<file path="config.mk">
export PLATFORM = sky130hd
export DESIGN_NAME = stopwatch_timer_ctrl
export DESIGN_NICKNAME = d
export VERILOG_FILES = /design/src/rtl/stopwatch_pkg.sv /design/src/rtl/stopwatch_timer_ctrl_bcd_time_counter.sv /design/src/rtl/stopwatch_timer_ctrl.sv
export SDC_FILE = /design/constraint.sdc
export NUM_CORES = 1
export LEC_CHECK = 0
export BUFFER_PORTS_ARGS = -buffer_cell sky130_fd_sc_hd__buf_2
export CORE_UTILIZATION = 55
export CTS_CLUSTER_DIAMETER = 50
export CTS_CLUSTER_SIZE = 8
export DETAILED_ROUTE_END_ITERATION = 12
export PLACE_DENSITY = 0.75
export SETUP_SLACK_MARGIN = 0.15
export SYNTH_ARGS = -nofsm -noshare
export SYNTH_HDL_FRONTEND = slang
export SYNTH_SLANG_ARGS = --single-unit
</file>
<file path="constraint.sdc">
create_clock -name clk -period 4.1 [get_ports clk]
set_input_delay 1.23 -clock clk [delete_from_list [all_inputs] [get_ports clk]]
set_output_delay 1.23 -clock clk [all_outputs]
set_load 0.1 [all_outputs]
</file>
<file path="src/rtl/stopwatch_pkg.sv">
// Shared types, constants and BCD helpers for the stopwatch/countdown timer.
package stopwatch_pkg;

    // Controller state encoding; the numeric codes are visible on the mode output.
    typedef enum logic [2:0] {
        MODE_SELECT = 3'd0,
        SW_CLEAR    = 3'd1,
        SW_RUN      = 3'd2,
        SW_HOLD     = 3'd3,
        TM_INPUT    = 3'd4,
        TM_RUN      = 3'd5,
        TM_UP       = 3'd6
    } state_t;

    // mm:ss held as four BCD digits, most significant first.
    typedef struct packed {
        logic [3:0] m_tens;
        logic [3:0] m_units;
        logic [3:0] s_tens;
        logic [3:0] s_units;
    } bcd_time_t;

    localparam bcd_time_t TIME_ZERO = bcd_time_t'(16'h0000);
    localparam bcd_time_t TIME_MAX  = bcd_time_t'(16'h5959);
    localparam bcd_time_t TIME_ONE  = bcd_time_t'(16'h0001);

    // One-second increment with BCD carries; caller guards against TIME_MAX.
    function automatic bcd_time_t bcd_inc(input bcd_time_t t);
        bcd_time_t r;
        r = t;
        if (t.s_units != 4'd9) begin
            r.s_units = t.s_units + 4'd1;
        end else begin
            r.s_units = 4'd0;
            if (t.s_tens != 4'd5) begin
                r.s_tens = t.s_tens + 4'd1;
            end else begin
                r.s_tens = 4'd0;
                if (t.m_units != 4'd9) begin
                    r.m_units = t.m_units + 4'd1;
                end else begin
                    r.m_units = 4'd0;
                    r.m_tens  = t.m_tens + 4'd1;
                end
            end
        end
        return r;
    endfunction

    // One-second decrement with BCD borrows; caller guards against TIME_ZERO.
    function automatic bcd_time_t bcd_dec(input bcd_time_t t);
        bcd_time_t r;
        r = t;
        if (t.s_units != 4'd0) begin
            r.s_units = t.s_units - 4'd1;
        end else begin
            r.s_units = 4'd9;
            if (t.s_tens != 4'd0) begin
                r.s_tens = t.s_tens - 4'd1;
            end else begin
                r.s_tens = 4'd5;
                if (t.m_units != 4'd0) begin
                    r.m_units = t.m_units - 4'd1;
                end else begin
                    r.m_units = 4'd9;
                    r.m_tens  = t.m_tens - 4'd1;
                end
            end
        end
        return r;
    endfunction

endpackage

</file>
<file path="src/rtl/stopwatch_timer_ctrl_bcd_time_counter.sv">
// Saturating BCD mm:ss up/down counter. Clear beats inc/dec; inc with dec is a no-op.
module bcd_time_counter
    import stopwatch_pkg::*;
(
    input  logic      clk,
    input  logic      nrst,
    input  logic      clear_i,
    input  logic      inc_i,
    input  logic      dec_i,
    output bcd_time_t time_o,
    output logic      is_zero_o,
    output logic      is_one_o
);

    bcd_time_t time_q;
    bcd_time_t time_d;

    // Next-time selection: clear, saturating increment, saturating decrement, or hold.
    always_comb begin
        time_d = time_q;
        if (clear_i) begin
            time_d = TIME_ZERO;
        end else if (inc_i && !dec_i) begin
            if (time_q != TIME_MAX) begin
                time_d = bcd_inc(time_q);
            end
        end else if (dec_i && !inc_i) begin
            if (time_q != TIME_ZERO) begin
                time_d = bcd_dec(time_q);
            end
        end
    end

    // Time register.
    always_ff @(posedge clk or negedge nrst) begin
        if (!nrst) begin
            time_q <= TIME_ZERO;
        end else begin
            time_q <= time_d;
        end
    end

    assign time_o    = time_q;
    assign is_zero_o = (time_q == TIME_ZERO);
    assign is_one_o  = (time_q == TIME_ONE);

endmodule

</file>
<file path="src/rtl/stopwatch_timer_ctrl.sv">
// Stopwatch / countdown-timer sequencer: mode FSM, button edge detect,
// one-second prescaler, driving the BCD mm:ss time counter.
module stopwatch_timer_ctrl
    import stopwatch_pkg::*;
#(
    parameter int unsigned TICK_DIV = 10_000_000,
    parameter int unsigned CNT_W    = 24
) (
    input  logic        clk,
    input  logic        nrst,
    input  logic        pb0,
    input  logic        pb1,
    input  logic        pb_inc,
    input  logic        pb_dec,
    output logic [15:0] disp_bcd,
    output logic [2:0]  mode,
    output logic        running,
    output logic        time_up
);

    localparam logic [CNT_W-1:0] TICK_LAST = CNT_W'(TICK_DIV - 1);

    state_t           state_q;
    state_t           state_d;
    logic [CNT_W-1:0] presc_q;
    logic [CNT_W-1:0] presc_d;
    logic             pb0_q;
    logic             pb1_q;
    logic             pb_inc_q;
    logic             pb_dec_q;

    logic             ev_pb0;
    logic             ev_pb1;
    logic             ev_inc;
    logic             ev_dec;
    logic             in_run;
    logic             tick;

    logic             cnt_clear;
    logic             cnt_inc;
    logic             cnt_dec;
    bcd_time_t        cnt_time;
    logic             cnt_is_zero;
    logic             cnt_is_one;

    // Rising-edge events; history resets high so a button held through reset is silent.
    assign ev_pb0 = pb0    & ~pb0_q;
    assign ev_pb1 = pb1    & ~pb1_q;
    assign ev_inc = pb_inc & ~pb_inc_q;
    assign ev_dec = pb_dec & ~pb_dec_q;

    assign in_run = (state_q == SW_RUN) || (state_q == TM_RUN);
    assign tick   = in_run && (presc_q == TICK_LAST);

    // Button history registers.
    always_ff @(posedge clk or negedge nrst) begin
        if (!nrst) begin
            pb0_q    <= 1'b1;
            pb1_q    <= 1'b1;
            pb_inc_q <= 1'b1;
            pb_dec_q <= 1'b1;
        end else begin
            pb0_q    <= pb0;
            pb1_q    <= pb1;
            pb_inc_q <= pb_inc;
            pb_dec_q <= pb_dec;
        end
    end

    // Prescaler: held at zero outside the run states, so every run entry starts a full second.
    always_comb begin
        presc_d = '0;
        if (in_run && !tick) begin
            presc_d = presc_q + CNT_W'(1);
        end
    end

    // Prescaler register.
    always_ff @(posedge clk or negedge nrst) begin
        if (!nrst) begin
            presc_q <= '0;
        end else begin
            presc_q <= presc_d;
        end
    end

    // Mode FSM and counter strobes; button priority is pb0, then pb1, then inc/dec.
    always_comb begin
        state_d   = state_q;
        cnt_clear = 1'b0;
        cnt_inc   = 1'b0;
        cnt_dec   = 1'b0;
        case (state_q)
            MODE_SELECT: begin
                if (ev_pb0) begin
                    state_d = SW_CLEAR;
                end else if (ev_pb1) begin
                    state_d   = TM_INPUT;
                    cnt_clear = 1'b1;
                end
            end
            SW_CLEAR: begin
                cnt_clear = 1'b1;
                state_d   = SW_RUN;
            end
            SW_RUN: begin
                // A tick coinciding with the stop press still counts.
                cnt_inc = tick;
                if (ev_pb0) begin
                    state_d = SW_HOLD;
                end
            end
            SW_HOLD: begin
                if (ev_pb0) begin
                    state_d = MODE_SELECT;
                end
            end
            TM_INPUT: begin
                if (ev_pb1) begin
                    if (!cnt_is_zero) begin
                        state_d = TM_RUN;
                    end
                end else begin
                    cnt_inc = ev_inc;
                    cnt_dec = ev_dec;
                end
            end
            TM_RUN: begin
                cnt_dec = tick;
                if (ev_pb0) begin
                    state_d = MODE_SELECT;
                end else if (tick && cnt_is_one) begin
                    state_d = TM_UP;
                end
            end
            TM_UP: begin
                if (ev_pb0) begin
                    state_d = MODE_SELECT;
                end
            end
            default: begin
                state_d = MODE_SELECT;
            end
        endcase
    end

    // State register.
    always_ff @(posedge clk or negedge nrst) begin
        if (!nrst) begin
            state_q <= MODE_SELECT;
        end else begin
            state_q <= state_d;
        end
    end

    bcd_time_counter u_cnt (
        .clk       (clk),
        .nrst      (nrst),
        .clear_i   (cnt_clear),
        .inc_i     (cnt_inc),
        .dec_i     (cnt_dec),
        .time_o    (cnt_time),
        .is_zero_o (cnt_is_zero),
        .is_one_o  (cnt_is_one)
    );

    assign disp_bcd = cnt_time;
    assign mode     = state_q;
    assign running  = in_run;
    assign time_up  = (state_q == TM_UP);

endmodule

</file>
==> impl_metrics.tcl <==
set metrics [dict create \
    die-area_um2 5840 \
    latest_clock_arrival_within_the_worst_skew_pair_ps 310 \
    synth_cell_types 62 \
    synth.yosys.seq_area_share_pct 38.8 \
    yosys.cell_count.top_type "sky130_fd_sc_hd__nor2_1" \
    final_design_area_no_fill_um2 3330 \
    synth_top_cells_by_count "sky130_fd_sc_hd__nor2_1, sky130_fd_sc_hd__dfrtp_1, sky130_fd_sc_hd__nand2_1" \
    final_layout_size_suffix_gt1_share_pct 17.5 \
    multi_input_gate_area_um2 1750 \
    synth.cell_area_um2 3040 \
    maxCapViolations 0 \
    cts_made_buffers 5 \
    crit_path_frequent_cell "sky130_fd_sc_hd__ha_1" \
    grt_setup_unrepaired "false" \
    antenna_diode_instance_count 0 \
    worst-r2r-setup-slack_ps 670 \
    worstHoldEndpoint "presc_q[0]$_DFF_PN0_" \
    skew_ps 9.61 \
    drt_iter0_markers 176 \
    cts_tree "yes" \
    fin_worst_hold_slack_ps 487 \
    worst_path_dominant_cell_family "compound AO/OA/AOI/OAI gates" \
    synth_top_area_share_pct 35.3 \
    hold_viol 0 \
    required_ps 4300 \
    hold_class "reg2reg" \
    via_count 2572 \
    status "complete, no violations" \
    wl_um 6360 \
    share_clk_of_total_power_pct 10.6 \
    worst_reg2reg_endpoint "u_cnt.time_o[15]$_DFFE_PN0P_" \
    boundaryPins 27 \
    power.internal_mw 1.09 \
    grt_antenna_before_repair 0 \
    hold_depth 1 \
    placed_instance_area_um2 3240 \
    sequentialPowerShare_pct 28.5 \
    synth_enable_flop_cells 0 \
    gpl.final_weighted_congestion 0.854 \
    hold_buffers 0 \
    max_freq_mhz 291 \
    tritoncts_num_sinks 47 \
    grt_max_degree 48 \
    crit-reg2reg-launch "presc_q[0]$_DFF_PN0_" \
    final_max_slew_viol_count 0 \
    switchingPower_mw 1.55 \
    drt.antenna.violating_nets 0 \
    number_of_levels_in_the_clock_h_tree 2 \
    design.final.nets 381 \
    timing.setup.critical_path_class "reg2reg" \
    gr_util_all_layers_pct 23.7 \
    timing.critical_path.slowest_stage_cell "sky130_fd_sc_hd__or4_4" \
    worst_ep_arrival_time_ps 3630 \
    area_growth_syn_to_layout_pct 9.25 \
    power_switching_share_pct 58.6 \
    post-synth-top-area-cell "sky130_fd_sc_hd__dfrtp_1" \
    synthCells 341 \
    netlist_top_cells_area "sky130_fd_sc_hd__dfrtp_1, sky130_fd_sc_hd__nor2_1, sky130_fd_sc_hd__xor2_1, sky130_fd_sc_hd__nand2_1, sky130_fd_sc_hd__ha_1" \
    cp.buffers_inverters 1 \
    ff2ff_path_depth 12 \
    finalCritPeriodShare_pct 83.7 \
    fillCellCount 458 \
    detailedRoute.firstPassIterationCount 4 \
    post_drt_via_cell_ratio 5.90 \
    postSynthAreaPerCell_um2 8.93 \
    yosys_most_used_dff "sky130_fd_sc_hd__dfrtp_1" \
    max_slew.worst_pin.slew_ps 1040 \
    port_buffers 26 \
    cells_along_the_critical_path "ha_1 > nand3_4 > or4_4 > o21a_1 > nor2_8 > inv_2 > ha_1 > a21o_1 > a21oi_1 > xnor2_1 > a211o_1 > a22o_1" \
    cts_setup_buffers 0 \
    startpoint_of_the_lowest_slack_hold_path "presc_q[0]$_DFF_PN0_" \
    synth_seq_cells 47 \
    dp.final_hpwl_um 4420 \
    setup_viol 0 \
    design.core.area_um2 5200 \
    clk_pin_slew_worst_paths_ps 90 \
    grt_pass1_wl_um 11100 \
    maxSlewHeadroom_pct 30.7 \
    power.density_nw_per_um2 792 \
    power.leakage_nw 1.39 \
    ys_warn_count 0 \
    route.detailed.drc 0 \
    register_area_um2 1180 \
    clockBufferDepth 2 \
    placement_rows 26 \
    chipHeight_um 76.4 \
    initial_utilization_pct 58.5 \
    crit_path_max_incr_delay_ps 570 \
    cts-resized-gates 0 \
    cts.root.buffer_cell "sky130_fd_sc_hd__clkbuf_8" \
    avgRoutedWirePerCell_um 14.6 \
    syn_nets 357 \
    cp_max_fo 18 \
    first_global_vias 2386 \
    startpoint_type "flop" \
    worstSetupEndpointType "flop" \
    p_comb_share_pct 60.9 \
    tns_ps 0 \
    finalWorstPathRequiredPeriod_ps 3430 \
    fp.dieW_um 76.4 \
    grt.overflow.total 0 \
    postSynth.asyncResetShare_pct 100 \
    vdd_ir_drop_max_v 0.000640 \
]
-- cell type report --
| class | instances | share of cell area [%] |
|---|---|---|
| Sequential cell | 47 | 35.5 |
| Clock inverter | 3 | 0.602 |
| Clock buffer | 5 | 2.07 |
| Tap cell | 70 | 2.63 |
| Timing Repair Buffer | 32 | 5.27 |
| Inverter | 11 | 1.24 |
| Multi-Input combinational cell | 268 | 52.7 |
-- stage by stage --
step | instances | total power, mW | setup WS (ps) | utilization (%)
6_report | 436 | 2.64 | 667 | 63.9
3_3_place_gp | 428 | 2.34 | 457 | 62.2
5_1_grt | 436 | 2.81 | 470 | 63.9
2_1_floorplan | 341 | 2.08 | 265 | -
4_1_cts | 436 | 2.64 | 663 | 63.9
3_5_place_dp | 428 | 2.35 | 424 | 62.2
-- logic make-up after synthesis --
group,after synthesis,share of synthesized area [%]
fa+ha+maj,10,4.36
buf+inv,26,3.78
xor+xnor,25,7.19
compound gates,70,15.7
flops,47,38.8
mux,8,3.58
simple gates,155,26.6
-- how the worst max path moves through the flow --
stage                           from                           end  slack, ps  cells after the start
2_1_floorplan    mode[1]$_DFFE_PN0P_                       time_up        270                      3
3_3_place_gp                     pb1  u_cnt.time_o[15]$_DFFE_PN0P_        460                     12
3_5_place_dp                     pb1  u_cnt.time_o[15]$_DFFE_PN0P_        420                     12
4_1_cts         presc_q[0]$_DFF_PN0_  u_cnt.time_o[15]$_DFFE_PN0P_        660                     12
5_1_grt        presc_q[18]$_DFF_PN0_  u_cnt.time_o[15]$_DFFE_PN0P_        470                     11
6_report        presc_q[0]$_DFF_PN0_  u_cnt.time_o[15]$_DFFE_PN0P_        670                     12
-- worst reg2reg max path, cell delays in order (launching register included) --
cell and delay, ps:
sky130_fd_sc_hd__dfrtp_1 390, sky130_fd_sc_hd__ha_1 240, sky130_fd_sc_hd__nand3_4 140, sky130_fd_sc_hd__or4_4 570, sky130_fd_sc_hd__o21a_1 270, sky130_fd_sc_hd__nor2_8 280
sky130_fd_sc_hd__inv_2 170, sky130_fd_sc_hd__ha_1 290, sky130_fd_sc_hd__a21o_1 170, sky130_fd_sc_hd__a21oi_1 160, sky130_fd_sc_hd__xnor2_1 100, sky130_fd_sc_hd__a211o_1 300
sky130_fd_sc_hd__a22o_1 230
-- cells in the final DEF, fill, tap and decap left out, drive strengths merged, types with 4 or more instances in the layout --
cell    count
nor2       51
dfrtp      43
buf        32
nand2      31
o21ai      20
xor2       14
nand3      14
nor3       13
a21oi      12
xnor2      11
inv        11
ha          9
o31ai       9
nand4       8
and3        8
mux2        7
nor4        6
a211oi      6
clkbuf      5
nand3b      4
o211ai      4
a31oi       4
dfstp       4
-- flip-flops by register name (all words and copies together) (netlist names) --
name / flops
presc_q: 24
u_cnt.time_o: 16
pb_inc_q: 1
pb0_q: 1
pb1_q: 1
mode: 3
pb_dec_q: 1
-- layer usage --
layer	share of wire [%]	vias up	GRT usage, %
met5	0	-	0
met4	2.0	0	9.04
met3	6.1	14	5.27
met2	42	81	33.3
met1	49	1204	35.3
li1	-	1273	-
-- power by group through the flow --
stage          Clock, mW  Sequential (mW)  Combinational [mW]
2_1_floorplan          0             1.25               0.830
3_3_place_gp           0            0.754                1.59
3_5_place_dp           0            0.757                1.59
4_1_cts            0.289            0.748                1.60
5_1_grt            0.311            0.779                1.72
6_report           0.278            0.752                1.61
Note: power is estimated with default switching activity, not from simulation.
